===== src/rtl/replicacao_blocos.sv =====
//------------------------------------------------------------------------------
// Module      : replicacao_blocos
// Description : Nearest-neighbour upscaler. Reads a LARGURA x ALTURA 8-bit
//               grayscale image from ROM. Writes each source pixel into frame
//               RAM as a fator x fator block, so the result is a
//               (LARGURA*fator) x (ALTURA*fator) image. Started through a
//               start/done handshake.
// Revision    : 1.0 - initial release
//------------------------------------------------------------------------------
// Ports
//   clk         in   1   clock
//   reset       in   1   asynchronous, active-low reset
//   start       in   1   start request, sampled only in IDLE/DONE
//   fator       in   3   zoom factor, latched at start, legal 1..4
//   pixel_rom   in   8   ROM read data
//   rom_addr    out  19  ROM read address = src_y*LARGURA + src_x
//   ram_wraddr  out  19  RAM write address
//   ram_data    out  8   RAM write data
//   ram_wren    out  1   RAM write enable, one pixel per high cycle
//   busy        out  1   high from start acceptance until completion
//   done        out  1   high after completion until the next accepted start
//   erro        out  1   high when the latched fator is illegal
//------------------------------------------------------------------------------
`default_nettype none

module replicacao_blocos #(
  parameter int LARGURA = 160,
  parameter int ALTURA  = 120,
  parameter int ROM_LAT = 2
) (
  input  logic        clk,
  input  logic        reset,
  input  logic        start,
  input  logic [2:0]  fator,
  input  logic [7:0]  pixel_rom,
  output logic [18:0] rom_addr,
  output logic [18:0] ram_wraddr,
  output logic [7:0]  ram_data,
  output logic        ram_wren,
  output logic        busy,
  output logic        done,
  output logic        erro
);

  localparam int c_x_w = (LARGURA > 1) ? $clog2(LARGURA) : 1;
  localparam int c_y_w = (ALTURA > 1) ? $clog2(ALTURA) : 1;

  localparam logic [c_x_w-1:0] c_x_last   = c_x_w'(LARGURA - 1);
  localparam logic [c_y_w-1:0] c_y_last   = c_y_w'(ALTURA - 1);
  localparam logic [c_x_w-1:0] c_x_one    = c_x_w'(1);
  localparam logic [c_y_w-1:0] c_y_one    = c_y_w'(1);
  // WAIT counts down from ROM_LAT-1 and captures the pixel when it reaches 0.
  localparam logic [1:0]       c_wait_init = 2'(ROM_LAT - 1);

  typedef enum logic [2:0] {
    S_IDLE  = 3'd0,
    S_FETCH = 3'd1,
    S_WAIT  = 3'd2,
    S_WRITE = 3'd3,
    S_DONE  = 3'd4
  } state_t;

  state_t             r_state;
  logic [c_x_w-1:0]   r_src_x;
  logic [c_y_w-1:0]   r_src_y;
  logic [2:0]         r_fator;
  logic [2:0]         r_sub_x;
  logic [2:0]         r_sub_y;
  logic [1:0]         r_wait_cnt;

  logic               w_fator_ok;
  logic               w_last_src;
  logic               w_last_sub_x;
  logic               w_last_sub_y;
  logic [18:0]        w_rom_addr;

  // Output address of one sub-pixel. Every intermediate is 19 bits wide,
  // which covers the largest frame of 640x480.
  function automatic logic [18:0] calc_wraddr(
    input logic [c_x_w-1:0] sx,
    input logic [c_y_w-1:0] sy,
    input logic [2:0]       ux,
    input logic [2:0]       uy,
    input logic [2:0]       f
  );
    logic [18:0] line;
    logic [18:0] col;
    logic [18:0] width;
    line  = 19'(sy) * 19'(f) + 19'(uy);
    col   = 19'(sx) * 19'(f) + 19'(ux);
    width = 19'(LARGURA) * 19'(f);
    return line * width + col;
  endfunction

  always_comb begin
    w_fator_ok   = (r_fator != 3'd0) && (r_fator <= 3'd4);
    w_last_src   = (r_src_x == c_x_last) && (r_src_y == c_y_last);
    w_last_sub_x = (r_sub_x == (r_fator - 3'd1));
    w_last_sub_y = (r_sub_y == (r_fator - 3'd1));
    w_rom_addr   = 19'(r_src_y) * 19'(LARGURA) + 19'(r_src_x);
  end

  // ram_data doubles as the captured-pixel register. It is loaded on the
  // last WAIT cycle and held for the whole block.
  always_ff @(posedge clk or negedge reset) begin
    if (!reset) begin
      r_state    <= S_IDLE;
      r_src_x    <= '0;
      r_src_y    <= '0;
      r_fator    <= '0;
      r_sub_x    <= '0;
      r_sub_y    <= '0;
      r_wait_cnt <= '0;
      rom_addr   <= '0;
      ram_wraddr <= '0;
      ram_data   <= '0;
      ram_wren   <= 1'b0;
      busy       <= 1'b0;
      done       <= 1'b0;
      erro       <= 1'b0;
    end else begin
      case (r_state)
        S_IDLE, S_DONE: begin
          if (start) begin
            r_fator <= fator;
            done    <= 1'b0;
            erro    <= 1'b0;
            busy    <= 1'b1;
            r_src_x <= '0;
            r_src_y <= '0;
            r_state <= S_FETCH;
          end
        end

        S_FETCH: begin
          // Legality is judged on the latched factor. A bad factor ends the
          // run here, before any ROM read or RAM write happens.
          if (!w_fator_ok) begin
            erro    <= 1'b1;
            done    <= 1'b1;
            busy    <= 1'b0;
            r_state <= S_DONE;
          end else begin
            rom_addr   <= w_rom_addr;
            r_wait_cnt <= c_wait_init;
            r_state    <= S_WAIT;
          end
        end

        S_WAIT: begin
          if (r_wait_cnt == 2'd0) begin
            ram_data   <= pixel_rom;
            ram_wren   <= 1'b1;
            ram_wraddr <= calc_wraddr(r_src_x, r_src_y, 3'd0, 3'd0, r_fator);
            r_sub_x    <= 3'd0;
            r_sub_y    <= 3'd0;
            r_state    <= S_WRITE;
          end else begin
            r_wait_cnt <= r_wait_cnt - 2'd1;
          end
        end

        S_WRITE: begin
          // The outputs already show the current sub-pixel. Here we advance
          // to the next one, with sub_x as the inner loop.
          if (w_last_sub_x) begin
            if (w_last_sub_y) begin
              ram_wren <= 1'b0;
              if (w_last_src) begin
                done    <= 1'b1;
                busy    <= 1'b0;
                r_state <= S_DONE;
              end else begin
                r_state <= S_FETCH;
                if (r_src_x == c_x_last) begin
                  r_src_x <= '0;
                  r_src_y <= r_src_y + c_y_one;
                end else begin
                  r_src_x <= r_src_x + c_x_one;
                end
              end
            end else begin
              r_sub_x    <= 3'd0;
              r_sub_y    <= r_sub_y + 3'd1;
              ram_wraddr <= calc_wraddr(r_src_x, r_src_y, 3'd0,
                                        r_sub_y + 3'd1, r_fator);
            end
          end else begin
            r_sub_x    <= r_sub_x + 3'd1;
            ram_wraddr <= calc_wraddr(r_src_x, r_src_y, r_sub_x + 3'd1,
                                      r_sub_y, r_fator);
          end
        end

        default: begin
          ram_wren <= 1'b0;
          r_state  <= S_IDLE;
        end
      endcase
    end
  end

endmodule

`default_nettype wire


===== config.mk =====
export PLATFORM = sky130hd
export DESIGN_NAME = replicacao_blocos
export DESIGN_NICKNAME = d
export VERILOG_FILES = /design/src/rtl/replicacao_blocos.sv
export SDC_FILE = /design/constraint.sdc
export NUM_CORES = 1
export LEC_CHECK = 0
export BUFFER_PORTS_ARGS = -buffer_cell sky130_fd_sc_hd__buf_2
export CAP_MARGIN = 20
export CORE_MARGIN = 5
export CORE_UTILIZATION = 45
export CTS_CLUSTER_DIAMETER = 30
export DETAILED_ROUTE_END_ITERATION = 10
export SYNTH_ARGS = -nofsm -noshare
export SYNTH_HDL_FRONTEND = slang
export SYNTH_SLANG_ARGS = --single-unit

===== constraint.sdc =====
create_clock -name clk -period 13.9 [get_ports clk]
set_clock_uncertainty 0.2 [all_clocks]
set_input_delay 0.695 -clock clk [delete_from_list [all_inputs] [get_ports clk]]
set_output_delay 0.695 -clock clk [all_outputs]
set_load 0.02 [all_outputs]

==> impl_metrics.ini <==
[floorplan]
dieArea_sq_mm = 0.0301
rows = 59
die_y_um = 174
placeableCoreArea_sq_mm = 0.0262
die_w_um = 174
ios = 64
start_util = 0.459

[clock_network]
ctsResizeCount = 0
cts.sinks = 76
cts_tree = yes
htree_levels = 3
root_buffer = clkbuf_16
postCtsHoldBufs = 1
clock_latency_ns = 0.35
clkTransAtPathRegs_ns = 0.07
clk_path_buf_depth = 2
cts_made_buffers = 9
post_cts_buffers = 0

[placed_design]
place_area_sq_mm = 0.0126
hpwl_um = 22800
io_buffers = 60
gp_congestion = 0.865

[setup_path]
path_class = reg2reg
critPathLaunchType = flip-flop
critPathTopFamily = adder cells
path_buf_inv = 5
end_kind = flip-flop
crit_slowest_cell = dfrtp_1
max_stage_delay_ns = 0.87
arrival_ns = 8.93
cp.required_ns = 13.93
crit_fanout = 22

[synth]
synth_edf_count = 0
yosys_register_bits = 76
syn_inst = 1429
synth-main-ff-cell = dfrtp_1
synth.distinct_cells = 74
ys_seq_area_frac = 0.158
yosysWarnings = 0
syn_area_per_cell_sq_um = 8.42
netlist_area_sq_mm = 0.0120
async_flop_share = 1.00

[drt]
drtPass1Iterations = 4
viasPerCell = 5.27
final_antenna_net_count = 0
wire_per_inst_um = 15.9
routed_wl_um = 28600
drc_errors = 0
vias = 9489
drt-initial-drc-count = 532

[cells_and_area]
multiInputGateArea_sq_mm = 0.00922
drive_gt1_frac = 0.0845
most-common-layout-cells = inv_1 (191), nand2_1 (187), fa_1 (122), ha_1 (120), nor2_1 (95)
final_common_cell = inv_1
area_growth_pct = 7.88
fin_area_sq_mm = 0.0130
final.fill_count = 2543
n_antenna_cell = 0
nNetsFinal = 1718
regArea_sq_mm = 0.00190

[sta]
fin_crit_ns = 8.90
hold_slack_ns = 0.270
tightest_slew_ns = 0.924
timing.final.crit_share = 0.640
fmax_mhz = 112
rsz0062_at_grt = false
hold_violations = 0
slew_violations = 0
slew_headroom = 0.384
setup_viol = 0
fin_setup_tns_ns = 0

[power]
power-per-cell-area_mw_per_mm2 = 122
p_leak_uw = 0.00633
ir_drop_mv = 0.0707

[flow_run]
max_cap_viol_count = 0

[global_route]
grt_antenna_before_repair = 0
grt_start_max_net_pins = 74
grt_pass1_vias = 9512
grt_util_all_layers = 0.196
grt_pass1_wl_um = 49100
overflow = 0

[run_status]
status = completed

[hold_path]
hold_class = reg2reg
[power by group]
group / switching [uW] / total, uW / internal [uW]
logic: 607 / 960 / 353
registers: 75.2 / 362 / 287
clock network: 104 / 265 / 160
total: 786 / 1590 / 801
[synthesized netlist by cell type, drive strengths merged (5+ instances only)]
| cell | number | share of area |
|---|---|---|
| a211oi | 7 | 0.0054 |
| a21o | 22 | 0.014 |
| a21oi | 49 | 0.020 |
| and2 | 63 | 0.033 |
| and3 | 11 | 0.0057 |
| buf | 7 | 0.0033 |
| clkbuf | 45 | 0.014 |
| dfrtp | 76 | 0.16 |
| fa | 122 | 0.20 |
| ha | 120 | 0.12 |
| inv | 191 | 0.060 |
| mux2 | 14 | 0.013 |
| mux2i | 5 | 0.0042 |
| nand2 | 188 | 0.059 |
| nand2b | 29 | 0.015 |
| nand3 | 18 | 0.0085 |
| nand4 | 7 | 0.0036 |
| nor2 | 98 | 0.031 |
| nor2b | 42 | 0.022 |
| nor3 | 19 | 0.0096 |
| o211ai | 10 | 0.0062 |
| o21a | 10 | 0.0062 |
| o21ai | 75 | 0.031 |
| o21bai | 11 | 0.0069 |
| or3 | 7 | 0.0036 |
| xnor2 | 73 | 0.054 |
| xor2 | 42 | 0.031 |
[worst min-delay path: stages, from the launching register on]
cell and delay [ns]:
dfrtp_1 0.34, nand2_1 0.04, o21ai_0 0.05
[layer usage]
metal	vias to the layer above	global-route usage	wire length (um)
li1	4699	-	-
met1	4623	0.285	14000
met2	154	0.318	13300
met3	13	0.0286	1160
met4	0	0.0276	220
met5	-	0	0
[state kept, by name (all words and copies together) (netlist names)]
signal      flops
ram_wraddr     19
rom_addr       16
r_src_x         8
ram_data        8
r_src_y         7
r_fator         3
r_state         3
r_sub_x         3
r_sub_y         3
r_wait_cnt      2
busy            1
done            1
erro            1
ram_wren        1
[stage by stage]
stage / setup WS [ns] / total power [uW] / cells / utilization
floorplan: 6.32 / 1050 / 1431 / -
global placement: 5.41 / 1310 / 1785 / 0.482
detailed placement: 5.05 / 1320 / 1785 / 0.482
CTS: 5.01 / 1600 / 1802 / 0.495
global route: 4.34 / 1740 / 1802 / 0.495
finish: 5.00 / 1590 / 1802 / 0.495
[path summary, 6_finish.rpt]
| path | startpoint | end | slack (ns) | cells after the start |
|---|---|---|---|---|
| setup / recovery | r_fator[0] | ram_wraddr[18] | 5.00 | 29 |
| hold / removal | ram_wraddr[10] | ram_wraddr[10] | 0.27 | 2 |
| setup reg to reg | r_fator[0] | ram_wraddr[18] | 5.00 | 29 |
| hold reg to reg | ram_wraddr[10] | ram_wraddr[10] | 0.27 | 2 |
| max in group asynchronous | reset | ram_wraddr[12] | 11.94 | 3 |
| min in group asynchronous | reset | rom_addr[14] | 0.47 | 2 |
[layout make-up]
type | count | share of cell area
Clock buffer | 9 | 0.0174
Clock inverter | 7 | 0.00810
Inverter | 191 | 0.0552
Multi-Input combinational cell | 1112 | 0.710
Sequential cell | 76 | 0.147
Tap cell | 335 | 0.0323
Timing Repair Buffer | 72 | 0.0305
[cell families (layout without fill, tap and decap cells)]
group	after synthesis	in the layout	share of synthesized area
xor gates and xnor gates	117	117	0.0887
adders and majority gates	243	243	0.329
and+or+nand+nor	502	502	0.204
muxes	19	19	0.0173
buffers and inverters	243	279	0.0770
AOI/OAI and AO/OA	228	228	0.126
other	1	3	0.000312
DFF	76	76	0.158
Power figures use the tool's default switching activity.
